$ cat src/rtl/pipeline_hazard_ctrl.sv
// Hazard and sequencing controller for the 5-stage MIPS pipeline: derives pipeline-register
// enables, bubbles/flushes and PC select, plus stall/flush counters and a sticky memory-timeout flag.
module pipeline_hazard_ctrl #(
  parameter int MEM_TIMEOUT = 16,
  parameter int CNT_W       = 16
) (
  input  logic             clk,
  input  logic             rst_n,
  input  logic [4:0]       id_rs,
  input  logic [4:0]       id_rt,
  input  logic             id_uses_rt,
  input  logic             id_jump,
  input  logic             ex_memread,
  input  logic [4:0]       ex_rt,
  input  logic             ex_branch_taken,
  input  logic             mem_req,
  input  logic             dmem_ready,
  output logic             pc_we,
  output logic [1:0]       pc_src,
  output logic             ifid_we,
  output logic             ifid_flush,
  output logic             idex_we,
  output logic             idex_bubble,
  output logic             exmem_we,
  output logic             memwb_bubble,
  output logic             err,
  output logic [CNT_W-1:0] stall_cnt,
  output logic [CNT_W-1:0] flush_cnt
);

  localparam int WAIT_W = $clog2(MEM_TIMEOUT + 1);

  typedef enum logic [1:0] {RUN, MEM_WAIT, ERR} state_t;

  state_t             state_reg;
  logic [WAIT_W-1:0]  wait_cnt_reg;
  logic               err_reg;
  logic [CNT_W-1:0]   stall_cnt_reg;
  logic [CNT_W-1:0]   flush_cnt_reg;

  logic memhold;
  logic loaduse;
  logic freeze;
  logic stall_ev;
  logic flush_ev;

  assign memhold = mem_req & ~dmem_ready;
  assign loaduse = ex_memread & (ex_rt != 5'd0) &
                   ((ex_rt == id_rs) | (id_uses_rt & (ex_rt == id_rt)));

  // Once a wait has started only dmem_ready matters; mem_req is still asserted by the held MEM stage.
  always_comb begin
    freeze = 1'b1;
    case (state_reg)
      RUN:      freeze = memhold;
      MEM_WAIT: freeze = ~dmem_ready;
      default:  freeze = 1'b1;
    endcase
  end

  always_comb begin
    pc_we        = 1'b1;
    pc_src       = 2'b00;
    ifid_we      = 1'b1;
    ifid_flush   = 1'b0;
    idex_we      = 1'b1;
    idex_bubble  = 1'b0;
    exmem_we     = 1'b1;
    memwb_bubble = 1'b0;
    stall_ev     = 1'b0;
    flush_ev     = 1'b0;
    if (!rst_n) begin
      pc_we        = 1'b0;
      ifid_we      = 1'b0;
      idex_we      = 1'b0;
      exmem_we     = 1'b0;
      ifid_flush   = 1'b1;
      idex_bubble  = 1'b1;
      memwb_bubble = 1'b1;
    end else if (freeze) begin
      pc_we        = 1'b0;
      ifid_we      = 1'b0;
      idex_we      = 1'b0;
      exmem_we     = 1'b0;
      memwb_bubble = 1'b1;
      stall_ev     = (state_reg != ERR);
    end else if (ex_branch_taken) begin
      // The ID instruction is squashed, so a concurrent load-use or jump is moot.
      pc_src      = 2'b01;
      ifid_flush  = 1'b1;
      idex_bubble = 1'b1;
      flush_ev    = 1'b1;
    end else if (loaduse) begin
      pc_we       = 1'b0;
      ifid_we     = 1'b0;
      idex_bubble = 1'b1;
      stall_ev    = 1'b1;
    end else if (id_jump) begin
      pc_src     = 2'b10;
      ifid_flush = 1'b1;
      flush_ev   = 1'b1;
    end
  end

  always_ff @(posedge clk or negedge rst_n) begin
    if (!rst_n) begin
      state_reg     <= RUN;
      wait_cnt_reg  <= '0;
      err_reg       <= 1'b0;
      stall_cnt_reg <= '0;
      flush_cnt_reg <= '0;
    end else begin
      case (state_reg)
        RUN: begin
          if (memhold) begin
            state_reg    <= MEM_WAIT;
            wait_cnt_reg <= WAIT_W'(1);
          end
        end
        MEM_WAIT: begin
          if (dmem_ready) begin
            state_reg    <= RUN;
            wait_cnt_reg <= '0;
          end else if (wait_cnt_reg == WAIT_W'(MEM_TIMEOUT)) begin
            state_reg <= ERR;
            err_reg   <= 1'b1;
          end else begin
            wait_cnt_reg <= wait_cnt_reg + WAIT_W'(1);
          end
        end
        default: ;
      endcase
      if (stall_ev && (stall_cnt_reg != {CNT_W{1'b1}}))
        stall_cnt_reg <= stall_cnt_reg + CNT_W'(1);
      if (flush_ev && (flush_cnt_reg != {CNT_W{1'b1}}))
        flush_cnt_reg <= flush_cnt_reg + CNT_W'(1);
    end
  end

  assign err       = err_reg;
  assign stall_cnt = stall_cnt_reg;
  assign flush_cnt = flush_cnt_reg;

endmodule
$ cat config.mk
export PLATFORM = sky130hd
export DESIGN_NAME = pipeline_hazard_ctrl
export DESIGN_NICKNAME = d
export VERILOG_FILES = /design/src/rtl/pipeline_hazard_ctrl.sv
export SDC_FILE = /design/constraint.sdc
export NUM_CORES = 1
export LEC_CHECK = 0
export BUFFER_PORTS_ARGS = -buffer_cell sky130_fd_sc_hd__buf_2
export CAP_MARGIN = 20
export CORE_MARGIN = 4
export CORE_UTILIZATION = 45
export DETAILED_ROUTE_END_ITERATION = 6
export PLACE_DENSITY = 0.84
export SYNTH_ARGS = -nofsm -noshare
export SYNTH_HDL_FRONTEND = slang
export SYNTH_SLANG_ARGS = --single-unit
export TNS_END_PERCENT = 50
$ cat constraint.sdc
create_clock -name clk -period 2.25 [get_ports clk]
set_clock_uncertainty 0.1 [all_clocks]
set_input_delay 0.225 -clock clk [delete_from_list [all_inputs] [get_ports clk]]
set_output_delay 0.225 -clock clk [all_outputs]
set_load 0.02 [all_outputs]
**After elaboration in Yosys (flattened, before gate mapping)**

Index checks and enable logic that the tools add are counted.

- Add/subtract/negate cells: 3
- Equal/unequal tests: 10
- Muxes and demuxes: 35
- Bitwise gates (word level): 6
- Reduce and logical (&&, ||, !) cells: 8

Operators with widths:

| kind | count |
|---|---|
| 16-bit by 1-bit adder with 16-bit output, second input constant | 2 |
| 16-bit inequality test, second input constant | 2 |
| 1-bit 2-to-1 mux | 21 |
| 2-bit 2-to-1 mux | 8 |
| 5-bit 2-to-1 mux | 3 |
| 5-bit == test | 2 |
| 5-bit one-hot mux with 2 select lines | 1 |
| 3-bit AND reduction | 3 |
| 3-bit inequality test, second input constant | 2 |
| 5-bit by 1-bit adder with 5-bit output, second input constant | 1 |
| 5-bit == test, second input constant | 1 |
| 5-bit nonzero test | 1 |
| 1-bit AND | 4 |
| 2-bit inequality test, second input constant | 2 |
| 2-bit one-hot mux with 2 select lines | 1 |
| 2-bit by 1-bit == test with 1-bit output, second input constant | 1 |
| 1-bit logical AND | 2 |
| 2-bit logical NOT | 1 |
| 1-bit one-hot mux with 2 select lines | 1 |
| 2-bit nonzero test | 1 |
| 1-bit NOT | 1 |
| 1-bit bitwise OR | 1 |

- Bits in registers: 40
- Bits of input ports: 23
- Output and inout port bits: 42
- Logic and storage cells: 67

**Depth between registers and ports, before layout**

- Word-level depth: 9
- Mapped depth: 9
- Mapped depth without buffers: 8

**Worst setup path before layout**

Ideal clock, no wire load.

- Path type: register to output
- From: register state_reg[0]
- To: output port pc_src[1]
- Arrival time: 2,158 ps
- Required time: 1,925 ps
- Path slack: -233 ps
- Cell stages (with the launch flop): 7
- Path buffers: 1
- Path through: dfrtp_1 > clkbuf_1 > nor2_1 > o21ai_1 > nor2_1 > inv_1 > nor4_1

- Word-level cells in the longest chain between the ends: 4
- Elaborated cells between the ends (all ways): 5
- Classes of those cells: eq/ne: 1; mux: 3; reduce/logical: 1

RTL lines:

| item | RTL line | source |
|---|---|---|
| from (decl) | 35 | `state_t state_reg;` |
| from (signal assigned) | 107 | `state_reg <= RUN;` |
| from (signal assigned) | 116 | `state_reg <= MEM_WAIT;` |
| from (signal assigned) | 122 | `state_reg <= RUN;` |
| 2-bit by 1-bit == test with 1-bit output or 2-bit logical NOT (tied branches) | 54 | `case (state_reg)` |
| 1-bit one-hot mux with 2 select lines * | 54 |  |
| 2-bit 2-to-1 mux * | 80 | `end else if (freeze) begin` |
| 2-bit 2-to-1 mux * | 72 | `if (!rst_n) begin` |
| to (decl) | 19 | `output logic [1:0] pc_src,` |

Every way passes the cells marked *; elsewhere a longest branch is shown, timed or not.

**Final worst setup path**

- From: register flush_cnt_reg[0] (netlist: flush_cnt[0])
- To: register flush_cnt_reg[1] (netlist: flush_cnt[1])

- Word-level cells in the longest chain between the ends: 2
- Elaborated cells between the ends (all ways): 3
- Classes of those cells: add/sub: 1; eq/ne: 1; reduce/logical: 1

RTL lines:

| item | RTL line | source |
|---|---|---|
| from (decl) | 39 | `logic [CNT_W-1:0] flush_cnt_reg;` |
| from (signal assigned) | 136 | `flush_cnt_reg <= flush_cnt_reg + CNT_W'(1);` |
| branches (longest 2 deep; another with 16-bit by 1-bit adder with 16-bit output) | n/a |  |

Parallel ways; which one is timed is not known.
A chain may end at the register's enable or synchronous reset.

==> flow_summary.yaml <==
status:
  outcome: "finished clean"
sta:
  drv_slew: 0
  rsz0062_at_grt: "no"
  hold_viol_final: 0
  layout_worst_path_cycle_share_pct: 96.0
  max_slew_margin_pct: 67.5
  finalSetupViolations: 0
  fmax_mhz: 463
  min_period_ns: 2.16
  timing.setup.tns_ns: 0
  worstMarginPinSlew_ns: 0.481
synthesis:
  synth.distinct_cells: 39
  synthCells: 225
  async_reset_ff_share_pct: 100
  synth_area_per_cell_um2: 9.83
  synth_nets: 252
  synth-edff-count: 0
  yosysWarnings: 0
  ys_seq_area_share_pct: 45.3
  synth_flop_cell: "dfrtp_1"
  netlist_area_um2: 2210
  yosys_register_bits: 40
cts:
  cts_tree: "done"
  insertion_delay_ns: 0.29
  postCtsSetupRepairBufs: 0
  htree_num_levels: 2
  cts_sinks: 40
  cts_buffers: 5
  cts_buffer_depth: 2
  clkTransAtPathRegs_ns: 0.08
  cts_root_buf: "clkbuf_8"
finish:
  area_growth_pct: 27.3
  n_antenna_cell: 0
  fin_util_pct: 59.2
  final_nets: 326
  fillers: 413
  drive_above_1_share_pct: 32.3
detailed_routing:
  via_per_inst: 5.14
  postRouteWirelength_um: 4770
  drc: 0
  dr.pass1.iters: 5
  wl_per_cell_um: 13.0
  routed-via-count: 1886
  ant_nets: 0
  drt_iter0_drc: 64
power:
  power_leakage_nw: 1.43
  clockPowerShare_pct: 31.2
  swShare_pct: 28.6
  seqPwrFrac_pct: 51.6
  p_comb_share_pct: 17.3
  ir_drop_mv: 0.488
  cellPowerDensity_nw_per_um2: 552
  netSwitchingPower_mw: 0.445
  p_int_mw: 1.11
setup_path:
  r2r_end: "flush_cnt[1]$_DFFE_PN0P_"
  critical-path-top-delay-family: "compound AO/OA/AOI/OAI gates"
  crit_fanout: 14
  crit_chain: "ha_1 > inv_1 > or3_4 > o32a_1 > o311ai_4 > buf_12 > mux2_1"
  r2r_slack_ns: 0.09
  arrival_ns: 2.23
  required_ns: 2.32
  cp_slowest_stage_delay_ns: 0.41
  path_class: "flip-flop to flip-flop"
  reg2regPathDepth: 7
  slowest_stage: "or3_4"
  critPathLaunchType: "flip-flop"
  timing.rr.start: "flush_cnt[0]$_DFFE_PN0P_"
  crit_path_end_kind: "flip-flop"
  cp_num_buf_inv: 2
placement:
  routabilityCongestion: 0.778
  hpwl_um: 3710
  portBuffers: 64
global_routing:
  grt_usage_pct: 16.9
  grt_max_degree: 36
  antenna_found_initial: 0
  grt_pass1_vias: 1889
  grt_overflow: 0
  grt_pass1_wl_um: 8290
floorplanning:
  coreArea_um2: 4750
  io_pins: 65
  rows: 25
  initial_utilization_pct: 46.5
  die_x_um: 78.1
  die_area_um2: 6100
  fp.dieH_um: 78.1
hold_path:
  hp-class: "input port to flip-flop"
  whs_endpoint: "state_reg[0]$_DFFE_PN0P_"
  hold_path_depth: 3
  min_from: "mem_req"
job:
  drv_cap: 0
cell usage after synthesis, types with 2 or more instances:
master	number	area share (%)
dfrtp_1	40	45
nand2_1	23	3.9
xnor2_1	19	7.5
xor2_1	19	7.5
nor2_1	13	2.2
inv_1	11	1.9
nand3_1	11	2.5
nand4_1	11	3.1
o21ai_0	11	2.5
and3_1	9	2.5
nor3_1	7	1.6
a21oi_1	6	1.4
ha_1	4	2.3
and2_1	3	0.85
and4_1	3	1.2
buf_4	3	1.0
clkbuf_1	3	0.51
mux2_1	3	1.5
nand2b_1	3	0.85
nor4_1	3	0.85
nor3_2	2	0.91
worst max-delay path by stage:
| stage | endpoint | cells past startpoint | start |
|---|---|---|---|
| final | flush_cnt[1]$_DFFE_PN0P_ | 7 | flush_cnt[0]$_DFFE_PN0P_ |
| after floorplan | flush_cnt[1]$_DFFE_PN0P_ | 7 | flush_cnt[0]$_DFFE_PN0P_ |
| after global routing | ifid_flush | 8 | ex_rt[1] |
| after CTS | flush_cnt[1]$_DFFE_PN0P_ | 7 | flush_cnt[0]$_DFFE_PN0P_ |
| after detailed placement | flush_cnt[15]$_DFFE_PN0P_ | 9 | ex_rt[1] |
| after global placement | stall_cnt[1]$_DFFE_PN0P_ | 8 | ex_rt[3] |
worst min-delay path: cells and delay by family:
family / cells / cell delay (ns)
compound gates: 1 / 0.06
buf+inv: 1 / 0.11
simple gates: 1 / 0.05
kinds of logic after synthesis:
group / share of synthesized area, %
simple gates: 23.1
flops: 45.3
xor+xnor: 15.1
compound gates: 8.38
buf+inv: 3.90
mux: 2.04
fa+ha+maj: 2.26
cells in the final DEF (no fill, tap or decap), types with 9 or more instances in the layout:
cell type and instances:
o21ai_0 11, buf_2 63, dfrtp_1 37, nand4_1 11, nand3_1 11, and3_1 9
nor2_1 12, inv_1 11, xnor2_1 19, nand2_1 23, xor2_1 19
through the flow:
step	instances	setup slack, ns	power, mW	cell area [um2]	hold slack, ns
global route	367	0.0195	1.64	2820	0.129
CTS	367	0.0830	1.58	2800	0.0915
detailed placement	358	0.0244	1.09	2700	-0.0154
finish	367	0.0895	1.56	2820	0.0885
global placement	358	0.0943	1.08	2700	-0.0182
floorplan	225	0.0105	0.967	2250	-0.171
cell type report:
cell class / instances / area (um2) / share of cell area (%)
multi-input cells: 167 / 1170 / 41.5
flip-flops and latches: 40 / 1000 / 35.7
repair buffers: 74 / 425 / 15.1
well taps: 67 / 83.8 / 2.98
clock buffers: 6 / 82.6 / 2.93
inverters: 11 / 41.3 / 1.47
clock inverters: 2 / 10.0 / 0.356
power groups by stage:
| stage | Combinational (mW) | Clock [mW] | Sequential [mW] |
|---|---|---|---|
| 3_3_place_gp | 0.261 | 0 | 0.815 |
| 6_report | 0.268 | 0.485 | 0.802 |
| 4_1_cts | 0.272 | 0.502 | 0.802 |
| 2_1_floorplan | 0.108 | 0 | 0.859 |
| 3_5_place_dp | 0.269 | 0 | 0.816 |
| 5_1_grt | 0.297 | 0.536 | 0.811 |
per-layer routing:
layer | global-route usage, % | up-vias | wire length, um
li1 | - | 935 | -
met1 | 20.7 | 903 | 2140
met2 | 29.5 | 43 | 2360
met3 | 3.67 | 5 | 220
met4 | 5.77 | 0 | 52
met5 | 0 | - | 0
what timing repair did:
item                                    in CTS  in global routing
resized for setup                            0                  4
hold buffers                                 1                  0
endpoints found under the hold margin        6                  0
endpoints found under the setup margin       0                  5
Power figures use the tool's default switching activity.
